--- config.mk ---
export PLATFORM = sky130hd
export DESIGN_NAME = dbus_arbiter
export DESIGN_NICKNAME = d
export VERILOG_FILES = /design/src/rtl/dbus_pkg.sv /design/src/rtl/dbus_rr_arb.sv /design/src/rtl/dbus_arbiter.sv
export SDC_FILE = /design/constraint.sdc
export NUM_CORES = 1
export LEC_CHECK = 0
export ABC_CLOCK_PERIOD_IN_PS = 2700
export CORE_MARGIN = 2
export CORE_UTILIZATION = 42
export DETAILED_ROUTE_END_ITERATION = 8
export PLACE_DENSITY = 0.81
export SLEW_MARGIN = 20
export SYNTH_ARGS = -nofsm -noshare
export SYNTH_HDL_FRONTEND = slang
export SYNTH_SLANG_ARGS = --single-unit
--- constraint.sdc ---
create_clock -name clk -period 2.7 [get_ports clk]
set_input_delay 0.54 -clock clk [delete_from_list [all_inputs] [get_ports clk]]
set_output_delay 0.54 -clock clk [all_outputs]
set_load 0.02 [all_outputs]
--- src/rtl/dbus_pkg.sv ---
// -----------------------------------------------------------------------------
// dbus_pkg
// Shared types and constants for the data-bus arbiter:
//   state_t       - arbiter FSM states (IDLE, ACCESS)
//   master_idx_t  - index of a bus master (0 = CPU LSU, 1 = loader/DMA)
//   REGION_*      - address region codes decoded from addr[31:28]
//   region_sel()  - region code -> {uart_sel, dmem_sel}
// -----------------------------------------------------------------------------
package dbus_pkg;

   typedef enum logic [0:0] {
      IDLE   = 1'b0,
      ACCESS = 1'b1
   } state_t;

   typedef logic master_idx_t;

   localparam logic [3:0] REGION_DMEM = 4'h0;
   localparam logic [3:0] REGION_UART = 4'h8;

   // Returns {uart_hit, dmem_hit}; both zero for an unmapped region.
   function automatic logic [1:0] region_sel(input logic [3:0] region);
      logic [1:0] sel;
      sel[0] = (region == REGION_DMEM);
      sel[1] = (region == REGION_UART);
      return sel;
   endfunction

endpackage

--- src/rtl/dbus_rr_arb.sv ---
// -----------------------------------------------------------------------------
// dbus_rr_arb
// Combinational two-way round-robin pick.
//   req_i        in  2  request vector {m1, m0}
//   last_grant_i in  1  master granted most recently
//   grant_o      out 2  one-hot grant (all zero when nobody requests)
// With both requesting, the master that was not granted last wins.
// -----------------------------------------------------------------------------
module dbus_rr_arb
   import dbus_pkg::*;
(
   input  logic [1:0]  req_i,
   input  master_idx_t last_grant_i,
   output logic [1:0]  grant_o
);

   // Round-robin selection between the two request lines
   always_comb begin
      grant_o = 2'b00;
      case (req_i)
         2'b01:   grant_o = 2'b01;
         2'b10:   grant_o = 2'b10;
         2'b11:   grant_o = (last_grant_i == 1'b1) ? 2'b01 : 2'b10;
         default: grant_o = 2'b00;
      endcase
   end

endmodule

--- src/rtl/dbus_arbiter.sv ---
// -----------------------------------------------------------------------------
// dbus_arbiter
// Shares the data bus (dmem + UART) between m0 (CPU load/store unit) and
// m1 (loader/DMA). One transaction is outstanding at a time; requests are
// arbitrated round-robin in IDLE, the winner's command is latched and driven
// onto the bus for the whole ACCESS phase, and completion is reported to the
// owning master with a one-cycle done pulse plus read data.
//
// Ports (N = 0,1):
//   clk, rst_n                  clock, async active-low reset
//   mN_req/addr/wdata/wr/mask   master command, req held until mN_gnt
//   mN_gnt                      accept pulse (same cycle the request is seen)
//   mN_done/mN_rdata            completion pulse and read data (0 for writes)
//   mN_err                      bus error with done (DBUS_TIMEOUT_EN only)
//   dbus_addr/data_wr/mask/wr   slave command, zero outside ACCESS
//   dmem_sel/uart_sel           region selects (addr[31:28] = 0x0 / 0x8)
//   dbus_data_rd, uart_ready    slave read data, UART completion
//
// Optional feature: define DBUS_TIMEOUT_EN to add the mN_err ports, abort an
// ACCESS after TIMEOUT_CYCLES cycles and flag unmapped addresses as errors.
// -----------------------------------------------------------------------------
module dbus_arbiter
   import dbus_pkg::*;
#(
   parameter int DMEM_LATENCY   = 1,
   parameter int TIMEOUT_CYCLES = 16
) (
   input  logic        clk,
   input  logic        rst_n,
   input  logic        m0_req,
   input  logic [31:0] m0_addr,
   input  logic [31:0] m0_wdata,
   input  logic        m0_wr,
   input  logic [3:0]  m0_mask,
   output logic        m0_gnt,
   output logic        m0_done,
   output logic [31:0] m0_rdata,
   input  logic        m1_req,
   input  logic [31:0] m1_addr,
   input  logic [31:0] m1_wdata,
   input  logic        m1_wr,
   input  logic [3:0]  m1_mask,
   output logic        m1_gnt,
   output logic        m1_done,
   output logic [31:0] m1_rdata,
`ifdef DBUS_TIMEOUT_EN
   output logic        m0_err,
   output logic        m1_err,
`endif
   output logic [31:0] dbus_addr,
   output logic [31:0] dbus_data_wr,
   output logic [3:0]  dbus_mask,
   output logic        dbus_wr,
   output logic        dmem_sel,
   output logic        uart_sel,
   input  logic [31:0] dbus_data_rd,
   input  logic        uart_ready
);

   localparam int CNT_MAX = (DMEM_LATENCY > TIMEOUT_CYCLES) ? DMEM_LATENCY : TIMEOUT_CYCLES;
   localparam int CNT_W   = $clog2(CNT_MAX + 1);
   localparam logic [CNT_W-1:0] CNT_SAT       = {CNT_W{1'b1}};
   localparam logic [CNT_W-1:0] DMEM_DONE_CNT = CNT_W'(DMEM_LATENCY);
`ifdef DBUS_TIMEOUT_EN
   localparam logic [CNT_W-1:0] TIMEOUT_CNT   = CNT_W'(TIMEOUT_CYCLES - 1);
`endif

   state_t             state_q, state_d;
   logic [CNT_W-1:0]   cnt_q, cnt_d;
   master_idx_t        last_grant_q, last_grant_d;
   master_idx_t        owner_q, owner_d;
   logic [31:0]        addr_q, addr_d;
   logic [31:0]        wdata_q, wdata_d;
   logic               wr_q, wr_d;
   logic [3:0]         mask_q, mask_d;
   logic [1:0]         done_q, done_d;
   logic [1:0][31:0]   rdata_q, rdata_d;
`ifdef DBUS_TIMEOUT_EN
   logic [1:0]         err_q, err_d;
   logic               cmp_err_s;
`endif

   logic [1:0]         arb_grant_s;
   logic [1:0]         gnt_s;
   logic [1:0]         sel_s;
   logic               access_s;
   logic               complete_s;
   logic [31:0]        cmp_rdata_s;

   dbus_rr_arb u_rr_arb (
      .req_i        ({m1_req, m0_req}),
      .last_grant_i (last_grant_q),
      .grant_o      (arb_grant_s)
   );

   // Grants are only issued from IDLE and are suppressed while reset is held,
   // so gnt drops the moment rst_n falls.
   assign gnt_s    = arb_grant_s & {2{(state_q == IDLE) & rst_n}};
   assign access_s = (state_q == ACCESS);
   assign sel_s    = region_sel(addr_q[31:28]);

   // Next-state logic: arbitration, command latch, wait-state count, completion
   always_comb begin
      state_d      = state_q;
      cnt_d        = cnt_q;
      last_grant_d = last_grant_q;
      owner_d      = owner_q;
      addr_d       = addr_q;
      wdata_d      = wdata_q;
      wr_d         = wr_q;
      mask_d       = mask_q;
      done_d       = 2'b00;
      rdata_d      = rdata_q;
      complete_s   = 1'b0;
      cmp_rdata_s  = 32'h0;
`ifdef DBUS_TIMEOUT_EN
      err_d        = err_q;
      cmp_err_s    = 1'b0;
`endif
      case (state_q)
         IDLE: begin
            if (gnt_s != 2'b00) begin
               state_d      = ACCESS;
               cnt_d        = {CNT_W{1'b0}};
               owner_d      = gnt_s[1];
               last_grant_d = gnt_s[1];
               if (gnt_s[1]) begin
                  addr_d  = m1_addr;
                  wdata_d = m1_wdata;
                  wr_d    = m1_wr;
                  mask_d  = m1_mask;
               end else begin
                  addr_d  = m0_addr;
                  wdata_d = m0_wdata;
                  wr_d    = m0_wr;
                  mask_d  = m0_mask;
               end
            end else begin
               state_d = IDLE;
            end
         end
         ACCESS: begin
            if (sel_s[0] && (cnt_q == DMEM_DONE_CNT)) begin
               complete_s  = 1'b1;
               cmp_rdata_s = wr_q ? 32'h0 : dbus_data_rd;
            end else if (sel_s[1] && uart_ready) begin
               complete_s  = 1'b1;
               cmp_rdata_s = wr_q ? 32'h0 : dbus_data_rd;
            end else if (sel_s == 2'b00) begin
               // Unmapped region: nothing will answer, finish right away.
               complete_s  = 1'b1;
`ifdef DBUS_TIMEOUT_EN
               cmp_err_s   = 1'b1;
`endif
`ifdef DBUS_TIMEOUT_EN
            end else if (cnt_q == TIMEOUT_CNT) begin
               complete_s  = 1'b1;
               cmp_err_s   = 1'b1;
`endif
            end else begin
               cnt_d = (cnt_q == CNT_SAT) ? cnt_q : (cnt_q + CNT_W'(1'b1));
            end

            if (complete_s) begin
               state_d          = IDLE;
               done_d[owner_q]  = 1'b1;
               rdata_d[owner_q] = cmp_rdata_s;
`ifdef DBUS_TIMEOUT_EN
               err_d[owner_q]   = cmp_err_s;
`endif
            end else begin
               state_d = ACCESS;
            end
         end
         default: begin
            state_d = IDLE;
         end
      endcase
   end

   // State and output registers
   always_ff @(posedge clk or negedge rst_n) begin
      if (!rst_n) begin
         state_q      <= IDLE;
         cnt_q        <= {CNT_W{1'b0}};
         last_grant_q <= 1'b1;
         owner_q      <= 1'b0;
         addr_q       <= 32'h0;
         wdata_q      <= 32'h0;
         wr_q         <= 1'b0;
         mask_q       <= 4'h0;
         done_q       <= 2'b00;
         rdata_q      <= {2{32'h0}};
`ifdef DBUS_TIMEOUT_EN
         err_q        <= 2'b00;
`endif
      end else begin
         state_q      <= state_d;
         cnt_q        <= cnt_d;
         last_grant_q <= last_grant_d;
         owner_q      <= owner_d;
         addr_q       <= addr_d;
         wdata_q      <= wdata_d;
         wr_q         <= wr_d;
         mask_q       <= mask_d;
         done_q       <= done_d;
         rdata_q      <= rdata_d;
`ifdef DBUS_TIMEOUT_EN
         err_q        <= err_d;
`endif
      end
   end

   assign m0_gnt       = gnt_s[0];
   assign m1_gnt       = gnt_s[1];
   assign m0_done      = done_q[0];
   assign m1_done      = done_q[1];
   assign m0_rdata     = rdata_q[0];
   assign m1_rdata     = rdata_q[1];
`ifdef DBUS_TIMEOUT_EN
   assign m0_err       = err_q[0];
   assign m1_err       = err_q[1];
`endif
   assign dbus_addr    = access_s ? addr_q  : 32'h0;
   assign dbus_data_wr = access_s ? wdata_q : 32'h0;
   assign dbus_mask    = access_s ? mask_q  : 4'h0;
   assign dbus_wr      = access_s & wr_q;
   assign dmem_sel     = access_s & sel_s[0];
   assign uart_sel     = access_s & sel_s[1];

endmodule

After elaboration in Yosys (flattened, before gate mapping)
Index checks and enable logic that the tools add are counted.
{"block": "op_classes", "addsub": 1, "multipliers": 0, "div": 0, "magnitude_cmp": 2, "n_eq_ne": 11, "shifts": 0, "n_mux": 33, "n_bitwise": 6, "reduce_logical": 9}
{"cell": "2-to-1 mux 32 bit", "count": 9}
{"cell": "bitwise mux 64 bit", "count": 1}
{"cell": "demux 32 bit (select 1 bit)", "count": 1}
{"cell": "2-to-1 mux 5 bit", "count": 5}
{"cell": "case mux 5 bit (2 select lines)", "count": 1}
{"cell": "2-to-1 mux 1 bit", "count": 8}
{"cell": "2-to-1 mux 4 bit", "count": 2}
{"cell": "inequality test 2 bit (second input constant)", "count": 4}
{"cell": "2-to-1 mux 2 bit", "count": 3}
{"cell": "case mux 2 bit (3 select lines)", "count": 1}
{"cell": "adder 5 x 1 -> 5 bit (second input constant)", "count": 1}
{"cell": "== test 5 x 1 -> 1 bit (second input constant)", "count": 1}
{"cell": "== test 5 bit (second input constant)", "count": 1}
{"cell": "AND reduction 5 bit", "count": 1}
{"cell": "bitwise AND 1 bit", "count": 4}
{"cell": "== test 2 bit (second input constant)", "count": 2}
{"cell": "== test 4 bit (second input constant)", "count": 1}
{"cell": "zero test 4 bit", "count": 1}
{"cell": "AND reduction 2 bit", "count": 2}
{"cell": "logical AND 1 bit", "count": 3}
{"cell": "bitwise AND 2 bit", "count": 1}
{"cell": "== test 2 x 1 -> 1 bit (second input constant)", "count": 1}
{"cell": "zero test 2 bit", "count": 1}
{"cell": "less-than comparator 1 x 2 -> 1 bit (second input constant)", "count": 1}
{"cell": "6 further kinds", "count": 6}
{"block": "word_totals", "reg_bits": 143, "latchBits": 0, "ramBits": 0, "rom_bits": 0, "elab_cells": 73, "memories": 0}

Depth between registers and ports, before layout
Gate-level depths: netlist (run 1).
{"block": "logic_depth", "ltp_word": 8, "mapped_depth": 8}

Cells and area by module
A second synthesis (run 1) with hierarchy kept.
{"block": "unflattened", "hier_cells": 613, "area_unflattened_um2": 6834.1}
{"module": "dbus_arbiter", "n_inst": 1, "cells_each": 610, "area_each_um2": 6815.3}
{"module": "dbus_rr_arb", "n_inst": 1, "cells_each": 3, "area_each_um2": 18.8}

Least setup slack after synthesis (run 1)
Ideal clock, no wire load.
{"block": "synth_timing", "kind": "reg-to-reg", "startpoint": "register cnt_q[1]", "endpoint": "register rdata_q (netlist bit m1_rdata[10])", "setup_ns": 0.125, "arrival_time_ns": 2.102, "path_slack_ns": 0.473, "path_stages_with_launch": 8, "path_buffers": 1, "period_less_slack_ns": 2.227, "path_cell_list": "dfrtp_1 inv_1 ha_1 or4b_1 a2bb2oi_2 a211oi_4 buf_4 mux2_2"}
{"block": "synth_via", "elab_chain_len": 5, "word_cells_on_any_way": 8}
{"item": "start: declaration", "line_no": "dbus_arbiter.sv:69", "text": "logic [CNT_W-1:0] cnt_q, cnt_d;"}
{"item": "start signal: assignment", "line_no": "dbus_arbiter.sv:185", "text": "cnt_q <= {CNT_W{1'b0}};"}
{"item": "start signal: assignment", "line_no": "dbus_arbiter.sv:199", "text": "cnt_q <= cnt_d;"}
{"item": "== test 5 x 1 -> 1 bit (*)", "line_no": "dbus_arbiter.sv:143", "text": "if (sel_s[0] && (cnt_q == DMEM_DONE_CNT)) begin"}
{"item": "logical AND 1 bit (*)", "line_no": "dbus_arbiter.sv:143"}
{"item": "2-to-1 mux 32 bit / 2-to-1 mux 1 bit (equally long branches)", "line_no": "dbus_arbiter.sv:143"}
{"item": "2-to-1 mux 32 bit / 2-to-1 mux 1 bit (equally long branches)", "line_no": "dbus_arbiter.sv:120", "text": "case (state_q)"}
{"item": "bitwise mux 64 bit / AND reduction 2 bit (equally long branches)"}
{"item": "end signal: assignment", "line_no": "dbus_arbiter.sv:193", "text": "rdata_q <= {2{32'h0}};"}
{"item": "end signal: assignment", "line_no": "dbus_arbiter.sv:207", "text": "rdata_q <= rdata_d;"}
{"item": "end: declaration", "line_no": "dbus_arbiter.sv:77", "text": "logic [1:0][31:0] rdata_q, rdata_d;"}
Mark *: on every way between the ends. The rest lies on a longest branch, timed or not. The select of a mux whose other input is x is not followed.
A chain may end at the register's enable or synchronous reset.

Final worst setup path (run 1)
{"block": "layout_timing", "startpoint": "register addr_q[30]", "endpoint": "output port dmem_sel"}
{"block": "layout_via", "elab_chain_len": 2}
{"item": "start: declaration", "line_no": "dbus_arbiter.sv:72", "text": "logic [31:0] addr_q, addr_d;"}
{"item": "start signal: assignment", "line_no": "dbus_arbiter.sv:202", "text": "addr_q <= addr_d;"}
{"item": "zero test 4 bit", "line_no": "dbus_pkg.sv:24", "text": "sel[0] = (region == REGION_DMEM);"}
{"item": "bitwise AND 1 bit", "line_no": "dbus_arbiter.sv:228", "text": "assign dmem_sel = access_s & sel_s[0];"}
{"item": "end: declaration", "line_no": "dbus_arbiter.sv:54", "text": "output logic dmem_sel,"}
No other way between the ends.

==> flow_metrics.tcl, run 1 <==
set metrics [dict create \
    synth-warning-count 0 \
    wl_met2_um 9440 \
    startpoint "addr_q[30]$_DFFE_PN0P_" \
    rsz0062_at_grt "false" \
    synth_compound_gate_area_share_pct 6.90 \
    synthMuxAreaShare_pct 20.7 \
    ys_top_cells_by_count "142 x dfrtp_1, 74 x o21ai_0, 73 x nand2_1" \
    die_y_um 131 \
    status "complete, no violations" \
    diodes 0 \
    drt_pass1_iterations 4 \
    cp.required_ns 2.16 \
    cp-end-kind "output pin" \
    r2r-start "cnt_q[0]$_DFFE_PN0P_" \
    synth_xor_area_share_pct 0 \
    postSynthCellCount 610 \
    numPortBuffers 313 \
    via_count 5676 \
    reg2regPathDepth 6 \
    crit_end "dmem_sel" \
    async_flop_share_pct 100 \
    core_sq_um 15900 \
    slew_headroom_pct 48.3 \
    synth_top_area_share_pct 52.1 \
    via_per_inst 4.98 \
    drtIter0Drc 192 \
    track_usage_pct 22.8 \
    num-nets-final 1088 \
    cts_max_level 4 \
    synth_adder_area_share_pct 0.550 \
    skew_ns 0.00760 \
    wl_met3_um 1430 \
    antenna_found_initial 0 \
    crit_arrival_ns 2.11 \
    finalPower_w 0.00854 \
    fmax_ghz 0.377 \
    seq_area_frac_synth_pct 52.5 \
    layout-drive-gt1-share_pct 9.97 \
    drt-met1-wl_um 8050 \
    initial_core_util_pct 42.9 \
    clockBufferDepth 2 \
    grt_pass1_vias 5774 \
    crit_path_max_fanout 5 \
    fin_crit_sh_pct 98.3 \
    wire_per_inst_um 16.9 \
    fin_tns_setup_ns 0 \
    synth.area.top_cells "dfrtp_1 52%, mux2i_1 10%, and2_1 6.4%, mux2_2 5.8%, o21ai_0 5.4%" \
    synth_area_sq_um 6820 \
    synth_fp_nets 788 \
    numCtsBuffers 17 \
    worstMarginPinSlew_ns 0.775 \
    route.top_layer_used "met4" \
    power_density_nw_per_um2 787 \
    reg2reg_slack_ns 0.23 \
    yosys.cell_types.count 31 \
    synth.avg_cell_area_sq_um 11.2 \
    synth_area_leader_cell "dfrtp_1" \
    fin_crit_ns 2.65 \
    gp_congestion 0.808 \
    die_area_sq_um 17300 \
    dp_hpwl_um 14000 \
    synth_flop_cell "dfrtp_1" \
    grt_max_degree 144 \
    start_kind "register" \
    io_pins 314 \
    hold_viol 0 \
    cts_setup_buffers 0 \
    finalNonFillerCells 1139 \
    clk_pin_slew_worst_paths_ns 0.06 \
    clk_latency_ns 0.42 \
    yosysMostFrequentCell "dfrtp_1" \
    hold_class "input port to asynchronous set/reset pin" \
    dp.cells 1107 \
    grt_pass1_wl_um 30900 \
    grt-ovfl-total 0 \
    wl_um 19300 \
    synthSimpleGateAreaFrac_pct 15.7 \
    ir_drop_v 0.000487 \
    setup_viol 0 \
    syn2layout_area_growth_pct 59.2 \
    row_count 46 \
    r2r-end "m0_rdata[1]$_DFFE_PN0P_" \
    cts_tree "done" \
    clock_tree.root_cell "clkbuf_16" \
    synth_edf_count 0 \
    ant_nets 0 \
    max_cap_viol_count 0 \
    drcViolationCount 0 \
    p_leak_nw 5.05 \
    worstSetupPathType "register to output pin" \
    clock_sinks 143 \
    synth_top_family_by_area "multiplexers" \
    die_w_um 131 \
    synth_seq_cells 143 \
    drv_slew 0 \
]
[flip-flops by register name (all words and copies together), names as in the netlist, 2 cells and up]
signal	cells
addr_q	32
mask_q	4
m1_rdata	32
m0_rdata	32
cnt_q	5
wdata_q	32
done_q	2
[power by group]
| part | switching [W] | total (W) | internal [W] |
|---|---|---|---|
| Sequential | 0.000293 | 0.00298 | 0.00269 |
| Clock | 0.000952 | 0.00242 | 0.00147 |
| Combinational | 0.00163 | 0.00314 | 0.00151 |
| Total | 0.00288 | 0.00854 | 0.00566 |
[metal layers]
| metal | track usage [%] | up-vias |
|---|---|---|
| li1 | - | 2722 |
| met1 | 27.9 | 2708 |
| met2 | 38.3 | 224 |
| met3 | 7.06 | 22 |
| met4 | 7.49 | 0 |
| met5 | 0 | - |
[per-stage QoR]
| step | hold WS [ns] | util [%] | area (sq um) | worst slack, ns |
|---|---|---|---|---|
| CTS | 0.289 | 68.3 | 10900 | 0.0311 |
| floorplan | 0.244 | - | 6820 | 0.473 |
| finish | 0.218 | 68.4 | 10900 | 0.0461 |
| detailed placement | 0.462 | 64.4 | 10200 | 0.0500 |
| global route | 0.317 | 68.4 | 10900 | 0.00171 |
| global placement | 0.453 | 64.4 | 10200 | 0.119 |
[logic make-up (layout without fill, tap and decap cells)]
logic type	count (synthesis)	after routing
flops	143	143
mux	133	133
compound gates	86	86
simple gates	188	188
buf+inv	57	370
fa+ha+maj	3	3
[layout make-up]
cell class                      count  area [sq um]
Fill cell                        1238          5020
Sequential cell                   143          3580
Timing Repair Buffer              330          3340
Multi-Input combinational cell    410          3030
Clock buffer                       18           429
Tap cell                          216           270
Clock inverter                     14           181
Inverter                            8          30.0
[what timing repair did]
item / in CTS / in global routing
hold buffers: 0 / 0
gates resized for setup: 2 / 1
cloned: 0 / 0
endpoints found under the setup margin: 2 / 1
[worst min path at each step]
stage	start	endpoint	slack [ns]
5_1_grt	rst_n	m0_rdata[4]$_DFFE_PN0P_	0.32
6_report	rst_n	wdata_q[11]$_DFFE_PN0P_	0.22
4_1_cts	rst_n	wdata_q[11]$_DFFE_PN0P_	0.29
2_1_floorplan	rst_n	access_s$_DFF_PN0_	0.24
3_5_place_dp	wdata_q[25]$_DFFE_PN0P_	wdata_q[25]$_DFFE_PN0P_	0.46
3_3_place_gp	addr_q[8]$_DFFE_PN0P_	addr_q[8]$_DFFE_PN0P_	0.45
[placed cells by master (no fill, tap or decap), drive strengths merged]
master | Yosys | routed
nor3 | 2 | 2
nor2b | 1 | 1
dfrtp | 142 | 142
a211oi | 1 | 1
nor4b | 33 | 33
or4b | 1 | 1
mux2i | 69 | 69
nand2 | 73 | 73
clkdlybuf4s50 | 0 | 312
dfstp | 1 | 1
and3 | 1 | 1
clkinvlp | 0 | 4
a211o | 1 | 1
a21oi | 3 | 3
clkbuf | 36 | 18
ha | 3 | 3
bufinv | 0 | 3
a2bb2oi | 1 | 1
clkinv | 0 | 3
nand3 | 5 | 5
a31oi | 1 | 1
and2 | 70 | 70
a21boi | 1 | 1
o211ai | 2 | 2
o31ai | 1 | 1
mux2 | 64 | 64
or3 | 2 | 2
o21ai | 75 | 75
inv | 8 | 12
buf | 13 | 18
[worst max-delay path, stage by stage, from the launching register on]
cell             delay, ns
dfrtp_1               0.45
or3_1                 0.44
nor3_1                0.15
clkdlybuf4s50_1       0.67
(Power assumes the default switching activity.)
==> run 2: changes to the inputs <==
Settings changed: CAP_MARGIN set to 20.
==> results of run 2 <==
No change in the layout: final DEF, timing and power equal those of run 1.
